===== src/rtl/counter_ctrl_pkg.sv =====
// counter_ctrl_pkg: shared state encoding and default width for the
// up-counter sequencing controller.
package counter_ctrl_pkg;

    localparam int DEFAULT_WIDTH = 4;

    typedef enum logic [1:0] {
        IDLE = 2'b00,
        RUN  = 2'b01,
        HOLD = 2'b10,
        DONE = 2'b11
    } state_t;

endpackage


===== src/rtl/counter_ctrl_cnt_core.sv =====
// cnt_core: WIDTH-bit up-counter register. Clear wins over enable; the
// increment wraps modulo 2^WIDTH.
module cnt_core #(
    parameter int WIDTH = 4
) (
    input  logic             clk,
    input  logic             rst_n,
    input  logic             clr,
    input  logic             en,
    output logic [WIDTH-1:0] q
);

    logic [WIDTH-1:0] q_reg;

    // Counter register: async reset, synchronous clear, then enable.
    always_ff @(posedge clk or negedge rst_n) begin
        if (!rst_n) begin
            q_reg <= '0;
        end else if (clr) begin
            q_reg <= '0;
        end else if (en) begin
            q_reg <= q_reg + 1'b1;
        end
    end

    assign q = q_reg;

endmodule


===== src/rtl/counter_ctrl.sv =====
// counter_ctrl: sequencing controller for the up-counter datapath.
// Accepts a start with a terminal value, counts 0..limit with pause/abort,
// then raises a terminal-count strobe and a one-cycle done pulse.
// Optional feature: define COUNTER_CTRL_AUTO_RELOAD_EN for periodic mode,
// where the terminal count clears the counter and the run continues.
module counter_ctrl
    import counter_ctrl_pkg::*;
#(
    parameter int WIDTH = DEFAULT_WIDTH
) (
    input  logic             clk,
    input  logic             rst_n,
    input  logic             start,
    input  logic [WIDTH-1:0] limit,
    input  logic             pause,
    input  logic             abort,
    output logic [WIDTH-1:0] cnt,
    output logic             busy,
    output logic             tc,
    output logic             done
);

    state_t           state_reg;
    state_t           state_next;
    logic [WIDTH-1:0] lim_reg;
    logic             lim_load;
    logic             cnt_clr;
    logic             cnt_en;
    logic             tc_next;
    logic             at_limit;

    // The counter register itself; this block only decides clear/enable.
    cnt_core #(
        .WIDTH (WIDTH)
    ) u_cnt_core (
        .clk   (clk),
        .rst_n (rst_n),
        .clr   (cnt_clr),
        .en    (cnt_en),
        .q     (cnt)
    );

    assign at_limit = (cnt == lim_reg);

    // State and latched terminal value.
    always_ff @(posedge clk or negedge rst_n) begin
        if (!rst_n) begin
            state_reg <= IDLE;
            lim_reg   <= '0;
        end else begin
            state_reg <= state_next;
            if (lim_load) begin
                lim_reg <= limit;
            end
        end
    end

    // Next-state, counter control and terminal-count decode.
    always_comb begin
        state_next = state_reg;
        lim_load   = 1'b0;
        cnt_clr    = 1'b0;
        cnt_en     = 1'b0;
        tc_next    = 1'b0;
        case (state_reg)
            IDLE: begin
                if (start) begin
                    lim_load = 1'b1;
                    cnt_clr  = 1'b1;
                    // A zero terminal value has nothing to count: finish at once.
                    state_next = (limit != '0) ? RUN : DONE;
                end
            end
            RUN: begin
                if (abort) begin
                    cnt_clr    = 1'b1;
                    state_next = IDLE;
                end else if (pause) begin
                    state_next = HOLD;
                end else if (at_limit) begin
                    tc_next = 1'b1;
`ifdef COUNTER_CTRL_AUTO_RELOAD_EN
                    // Periodic mode: restart from zero without leaving RUN.
                    cnt_clr = 1'b1;
`else
                    state_next = DONE;
`endif
                end else begin
                    cnt_en = 1'b1;
                end
            end
            HOLD: begin
                if (abort) begin
                    cnt_clr    = 1'b1;
                    state_next = IDLE;
                end else if (!pause) begin
                    // Resume edge only returns to RUN; counting restarts next cycle.
                    state_next = RUN;
                end
            end
            DONE: begin
                state_next = IDLE;
            end
            default: begin
                state_next = IDLE;
            end
        endcase
    end

    assign busy = (state_reg == RUN) || (state_reg == HOLD);
    assign done = (state_reg == DONE);
    assign tc   = tc_next;

endmodule


===== config.mk =====
export PLATFORM = sky130hd
export DESIGN_NAME = counter_ctrl
export DESIGN_NICKNAME = d
export VERILOG_FILES = /design/src/rtl/counter_ctrl_pkg.sv /design/src/rtl/counter_ctrl_cnt_core.sv /design/src/rtl/counter_ctrl.sv
export SDC_FILE = /design/constraint.sdc
export NUM_CORES = 1
export LEC_CHECK = 0
export CAP_MARGIN = 20
export CORE_AREA = 2 2 45 47
export DETAILED_ROUTE_END_ITERATION = 6
export DIE_AREA = 0 0 47 49
export GPL_TIMING_DRIVEN = 1
export PLACE_DENSITY_LB_ADDON = 0.1
export SLEW_MARGIN = 20
export SYNTH_ARGS = -nofsm -noshare
export SYNTH_HDL_FRONTEND = slang
export SYNTH_SLANG_ARGS = --single-unit

===== constraint.sdc =====
create_clock -name clk -period 4.9 [get_ports clk]
set_input_delay 1.225 -clock clk [delete_from_list [all_inputs] [get_ports clk]]
set_output_delay 1.225 -clock clk [all_outputs]
set_load 0.02 [all_outputs]

==> key figures, run 1 <==
Setup path
  – Stages on worst setup path: 4
  – Critical path class: primary input to primary output
  – Worst path slowest cell: clkdlybuf4s50_1
  – Data required time of the worst path: 3670 ps
  – Origin of the critical flop-to-flop path: state_reg[1]
  – Worst path top cell family by delay: buffers and inverters
  – Worst Path Buf+Inv: 2
  – CP Data Arrival Time: 2810 ps
  – Series of cell instances along the critical path: clkdlybuf4s50_1 -> or3b_4 -> nor2_1 -> clkdlybuf4s50_1
  – Worst reg2reg endpoint: state_reg[1]
  – Most repeated library cell on the critical path: clkdlybuf4s50_1
  – Critical Path Start Type: primary input
  – FF-to-FF setup slack: 2890 ps
  – Critical-path maximum fanout: 4
  – Critical Path End Type: primary output
  – Worst-case reg-to-reg path depth: 6
  – Delay of the slowest critical-path stage: 600 ps

Run
  – Max-cap violations: 0

Clock network
  – Root Buffer Master: clkbuf_4
  – Cts repair resizes: 0
  – H-tree level count: 1
  – Longest Clk Path Bufs: 2
  – CTS clk-pin slew, worst paths: 60 ps
  – Clock sink total: 10
  – Number of buffers inserted during clock tree synthesis: 3
  – CTS tree: built
  – Clk_lat worst skew: 260 ps
  – Post-CTS setup-driven buffer insertion count: 0
  – Number of buffers added to fix hold violations after cts: 0

Place
  – Standard cell area after detailed placement: 797 µm²
  – Routability cong.: 0.778
  – Number of buffer cells added on primary ports: 15
  – Detailed placement HPWL: 960 µm

Min path
  – End of the worst hold path: lim_reg[1]
  – Hold Path Stages: 1
  – Min-delay src: lim_reg[1]
  – Worst min path class: flop to flop

Timing
  – Final Hold Vio Count: 0
  – Pins over their slew limit: 0
  – Max_slew headroom: 69.5%
  – Final number of setup-violating endpoints: 0
  – Post-layout min period: 4030 ps
  – Worst Clk Skew: 3.37 ps
  – Final-layout setup total negative slack: 0 ps
  – Final worst path period share: 82.3%
  – Unrepaired setup endpoints after global routing: no
  – Tightest Pin Transition: 456 ps
  – Maximum operating frequency: 248 MHz

Logic synthesis
  – Compound-cell area share of the yosys netlist: 9.80%
  – Simple-gate share of the synthesized area: 16.7%
  – Seq cells post-synth: 10
  – Number of synthesis warnings: 0
  – Area share of fa/ha/maj cells after synthesis: 12.2%
  – Syn Inst Count: 56
  – Number of enable-type register cells in the synthesized netlist: 0
  – Top cell type's share of synthesized area: 40.8%
  – Synthesized-area fraction occupied by xor and xnor cells: 7.14%
  – Post-synthesis net count: 71
  – Distinct cell type count after synthesis: 24
  – Synth Cell Area: 613 µm²
  – Most used DFF post-synth: dfrtp_1
  – Post-synthesis mux area share: 11.4%
  – Synthesized area divided by synthesized cell count: 10.9 µm²
  – Sequential cell area fraction in the yosys report: 40.8%
  – Async set-or-reset flop fraction in the synthesized netlist: 100%
  – Largest family of logic cells by synthesized area: simple AND/OR/NAND/NOR gates
  – Largest cells by area after synthesis: dfrtp_1, ha_1, mux2_2
  – Top cell type by total area after synthesis: dfrtp_1

Route
  – TritonRoute pass-1 iters: 2
  – Final routed DRC violation total: 0
  – Drt initial violations: 1
  – Via count: 463
  – Avg Vias per Cell: 4.54
  – Post-DRT Antenna Nets: 0
  – Total wire length after detailed routing: 1170 µm
  – Avg WL per Cell: 11.4 µm

Cells and area
  – Fin nets: 91
  – Final design utilization: 45.2%
  – Layout cells sized above 1: 14.7%
  – Fillcell total: 186
  – Number of inserted diodes: 0
  – Layout area overhead: 35.9%
  – Post-route standard cell area excluding fillers: 833 µm²

Floorplanning
  – CORE AREA: 1840 µm²
  – Total die area: 2300 µm²
  – Effective utilization at floorplan: 33.3%
  – Horizontal die dimension: 47 µm
  – Number of top-level pins: 16
  – Die Height: 49 µm
  – Std cell rows: 16

Global route
  – Pin count of the biggest net entering global routing: 11
  – Antenna violations before repair: 0
  – Global-route wire length before repair: 1940 µm
  – Overall global routing resource usage: 12.2%
  – Global-route congestion overflow total: 0
  – Via count of the first global-routing pass: 454

Power
  – P_leak: 0.353 nW
  – Peak ir drop on the vdd network: 0.000227 V
  – Pwr/cell area: 475 nW/µm²

Run status
  – Outcome: finished, final reports clean
## power breakdown
part           leakage (nW)  switching (W)  internal [W]  total (W)
Sequential            0.127      0.0000264      0.000110   0.000136
Clock                0.0210      0.0000277     0.0000451  0.0000728
Combinational         0.205      0.0000878     0.0000992   0.000187
## synthesized netlist by cell type, types with 2 or more instances
cell,number
or3_1,2
xnor2_1,4
nor2_1,3
a21oi_1,3
nand2_1,4
ha_1,6
dfrtp_1,10
mux2_2,4
inv_1,3
o21ai_0,3
## cells by family after synthesis
group                      after synthesis
DFF                                     10
buffers and inverters                    3
AOI/OAI and AO/OA                        8
xor gates and xnor gates                 5
and+or+nand+nor                         18
muxes                                    6
adders and majority gates                6
## worst reg2reg max path, delay by kind of cell (launching register included)
family	cells	cell delay, ps
fa+ha+maj	1	180
simple gates	2	610
buf+inv	1	120
flops	1	420
compound gates	1	280
mux	1	300
## metal layers
metal  share of wire, %  GRT usage (%)  vias up
met4                  0              0        0
met1                 50           15.5      218
met5                  0              0        -
li1                   -              -      233
met3                5.1           7.78        0
met2                 45           18.5       12
## how the worst max path moves through the flow
stage / startpoint / end / slack [ps]
4_1_cts: abort / tc / 870
2_1_floorplan: pause / tc / 1750
3_3_place_gp: abort / tc / 880
6_report: abort / tc / 870
5_1_grt: abort / tc / 820
3_5_place_dp: abort / tc / 860
## cell type report
type / count / area, µm² / area share [%]
sequential: 10 / 250 / 30.0
multi-input combinational: 43 / 352 / 42.2
clock buffer: 4 / 36.3 / 4.35
timing repair buffer: 15 / 150 / 18.0
inverter: 3 / 11.3 / 1.35
tap: 27 / 33.8 / 4.05
## metrics by stage
| stage | hold WS, ps | setup slack, ps | cells | total power, W |
|---|---|---|---|---|
| 6_report | 535 | 866 | 102 | 0.000396 |
| 5_1_grt | 561 | 818 | 102 | 0.000430 |
| 4_1_cts | 543 | 866 | 102 | 0.000401 |
| 3_5_place_dp | 528 | 862 | 98 | 0.000326 |
| 3_3_place_gp | 519 | 884 | 98 | 0.000327 |
| 2_1_floorplan | 501 | 1750 | 56 | 0.000268 |
## cells in the final DEF, fill, tap and decap left out, types with 2 or more instances in the layout
master           Yosys  layout
nor2_1               3       3
ha_1                 6       6
dfrtp_1             10      10
a21oi_1              3       3
clkdlybuf4s50_1      0      15
inv_1                3       3
mux2_2               4       4
or3_1                2       2
xnor2_1              4       4
o21ai_0              3       3
nand2_1              4       4
clkbuf_4             0       3
(Power assumes the default switching activity.)
==> run 2: changes to the inputs <==
==> constraint.sdc (replaced) <==
create_clock -name clk -period 3.3 [get_ports clk]
set_input_delay 0.825 -clock clk [delete_from_list [all_inputs] [get_ports clk]]
set_output_delay 0.825 -clock clk [all_outputs]
set_load 0.02 [all_outputs]
==> key figures, run 2 (synthesis results as in run 1) <==
Global route
  – Antenna violations before repair: 0 (unchanged)
  – Overall global routing resource usage: 12.4% (+0.24 points)
  – Pin count of the biggest net entering global routing: 11 (unchanged)
  – Global-route congestion overflow total: 0 (unchanged)
  – Global-route wire length before repair: 2050 µm (+5.7%)
  – Via count of the first global-routing pass: 448 (-1.3%)

Cells and area
  – Layout area overhead: 34.9%
  – Most common library cell in the layout ignoring fill and taps: clkdlybuf4s50_1
  – Fin nets: 92 (+1.1%)
  – Number of inserted diodes: 0 (unchanged)
  – Post-route standard cell area excluding fillers: 827 µm² (-0.75%)
  – Layout cells sized above 1: 14.7% (unchanged)
  – Highest-count cells in the layout ignoring fill and taps: clkdlybuf4s50_1, dfrtp_1, ha_1

Setup path
  – Critical path class: primary input to primary output
  – Origin of the critical flop-to-flop path: state_reg[1]
  – CP Data Arrival Time: 2370 ps (-440 ps)
  – Critical-path maximum fanout: 3 (-1)
  – Data required time of the worst path: 2470 ps (-1200 ps)
  – Critical Path End Type: primary output
  – Worst Setup SP: pause
  – Critical Path Start Type: primary input

Clock network
  – Root Buffer Master: clkbuf_4
  – Longest Clk Path Bufs: 2 (unchanged)
  – Clock sink total: 10 (unchanged)
  – Cts repair resizes: 0 (unchanged)
  – Number of buffers inserted during clock tree synthesis: 3 (unchanged)
  – Clk_lat worst skew: 260 ps (about the same)
  – H-tree level count: 1 (unchanged)
  – Post-CTS setup-driven buffer insertion count: 0 (unchanged)
  – Number of buffers added to fix hold violations after cts: 0 (unchanged)
  – CTS clk-pin slew, worst paths: 60 ps (about the same)
  – CTS tree: built

Place
  – Number of buffer cells added on primary ports: 15 (unchanged)
  – Detailed placement HPWL: 932 µm (-2.9%)
  – Standard cell area after detailed placement: 805 µm² (+0.94%)
  – Routability cong.: 0.761 (-2.2%)

Timing
  – Hold Slack: 536 ps (+1.58 ps)
  – Maximum operating frequency: 313 MHz
  – Worst Clk Skew: 4.49 ps (+1.12 ps)
  – Unrepaired setup endpoints after global routing: no
  – Tightest Pin Transition: 461 ps (+4.66 ps)
  – Pins over their slew limit: 0 (unchanged)
  – Final-layout setup total negative slack: 0 ps (unchanged)
  – Final worst path period share: 96.9%
  – Final Hold Vio Count: 0 (unchanged)
  – Max_slew headroom: 69.2% (-0.31 points)
  – Final number of setup-violating endpoints: 0 (unchanged)
  – Post-layout min period: 3200 ps

Floorplanning
  – Total die area: 2300 µm² (unchanged)
  – Effective utilization at floorplan: 33.3% (unchanged)
  – Horizontal die dimension: 47 µm (unchanged)
  – Std cell rows: 16 (unchanged)
  – CORE AREA: 1840 µm² (unchanged)
  – Die Height: 49 µm (unchanged)
  – Number of top-level pins: 16 (unchanged)

Power
  – P_leak: 0.351 nW (-0.67%)
  – Pwr/cell area: 674 nW/µm² (+42%)
  – Design Power: 0.000557 W (+41%)
  – Peak ir drop on the vdd network: 0.000301 V (+32%)

Route
  – Avg WL per Cell: 11.2 µm (-2.1%)
  – Avg Vias per Cell: 4.42 (-2.6%)
  – Final routed DRC violation total: 0 (unchanged)
  – Total wire length after detailed routing: 1140 µm (-2.1%)
  – Via count: 451 (-2.6%)
  – Post-DRT Antenna Nets: 0 (unchanged)
  – TritonRoute pass-1 iters: 2 (unchanged)
  – Drt initial violations: 4 (+3)

Run status
  – Outcome: finished, final reports clean

Run
  – Max-cap violations: 0 (unchanged)

Min path
  – Min-delay src: lim_reg[0]
  – Worst min path class: flop to flop
[run 2: changes by cell type in the layout (fill, tap and decap cells not counted), sizes merged]
cell,before,now
buf,0,1
clkbuf,4,3
[run 2: area by class of cell]
class / instances / area [µm²]
clock buffer: 3 / 22.5
fill: 194 / 1010
inverter: 3 / 11.3
multi-input combinational: 43 / 352
sequential: 10 / 250
tap: 27 / 33.8
timing repair buffer: 16 / 158
[run 2: worst max-delay path: stages]
cell and delay (ps):
clkdlybuf4s50_1 420, or3b_4 420, nor2_1 110, clkdlybuf4s50_1 600
[run 2: through the flow]
| step | cells | setup slack [ps] | utilization [%] |
|---|---|---|---|
| 4_1_cts | 102 | 92.1 | 44.9 |
| 3_5_place_dp | 99 | 100 | 43.7 |
| 3_3_place_gp | 99 | 99.1 | 43.7 |
| 2_1_floorplan | 56 | 947 | - |
| 6_report | 102 | 101 | 44.9 |
| 5_1_grt | 102 | 60.1 | 44.9 |
[run 2: routing by layer]
layer	track usage, %	up-vias	wire length [µm]
met5	0	-	0
met4	4.17	0	0
met3	4.81	0	47
met2	15.1	10	446
met1	19.5	202	649
li1	-	239	-
[run 2: path summary, 6_finish.rpt]
kind                              endpoint  slack, ps  depth (start not counted)
setup / recovery                        tc        100                          4
hold / removal                  lim_reg[0]        540                          1
setup reg to reg              state_reg[1]       1290                          6
hold reg to reg                 lim_reg[0]        540                          1
max in group asynchronous       lim_reg[1]       2100                          1
min in group asynchronous  u_cnt_core.q[3]        880                          1
[run 2: where the power goes]
part | total (W) | leakage [nW] | internal, W | switching (W)
sequential | 0.000201 | 0.127 | 0.000163 | 0.0000378
clock | 0.0000816 | 0.0138 | 0.0000420 | 0.0000397
combinational | 0.000275 | 0.210 | 0.000147 | 0.000128
total | 0.000557 | 0.351 | 0.000352 | 0.000205
==> run 3: changes to the inputs <==
--- a/config.mk
+++ b/config.mk
@@ -7,6 +7,8 @@
 export LEC_CHECK = 0
 export CAP_MARGIN = 20
 export CORE_AREA = 2 2 45 47
+export CTS_CLUSTER_DIAMETER = 40
+export CTS_CLUSTER_SIZE = 8
 export DETAILED_ROUTE_END_ITERATION = 6
 export DIE_AREA = 0 0 47 49
 export GPL_TIMING_DRIVEN = 1
==> results of run 3 <==
Final layout, timing and power as in run 2 (identical DEF).
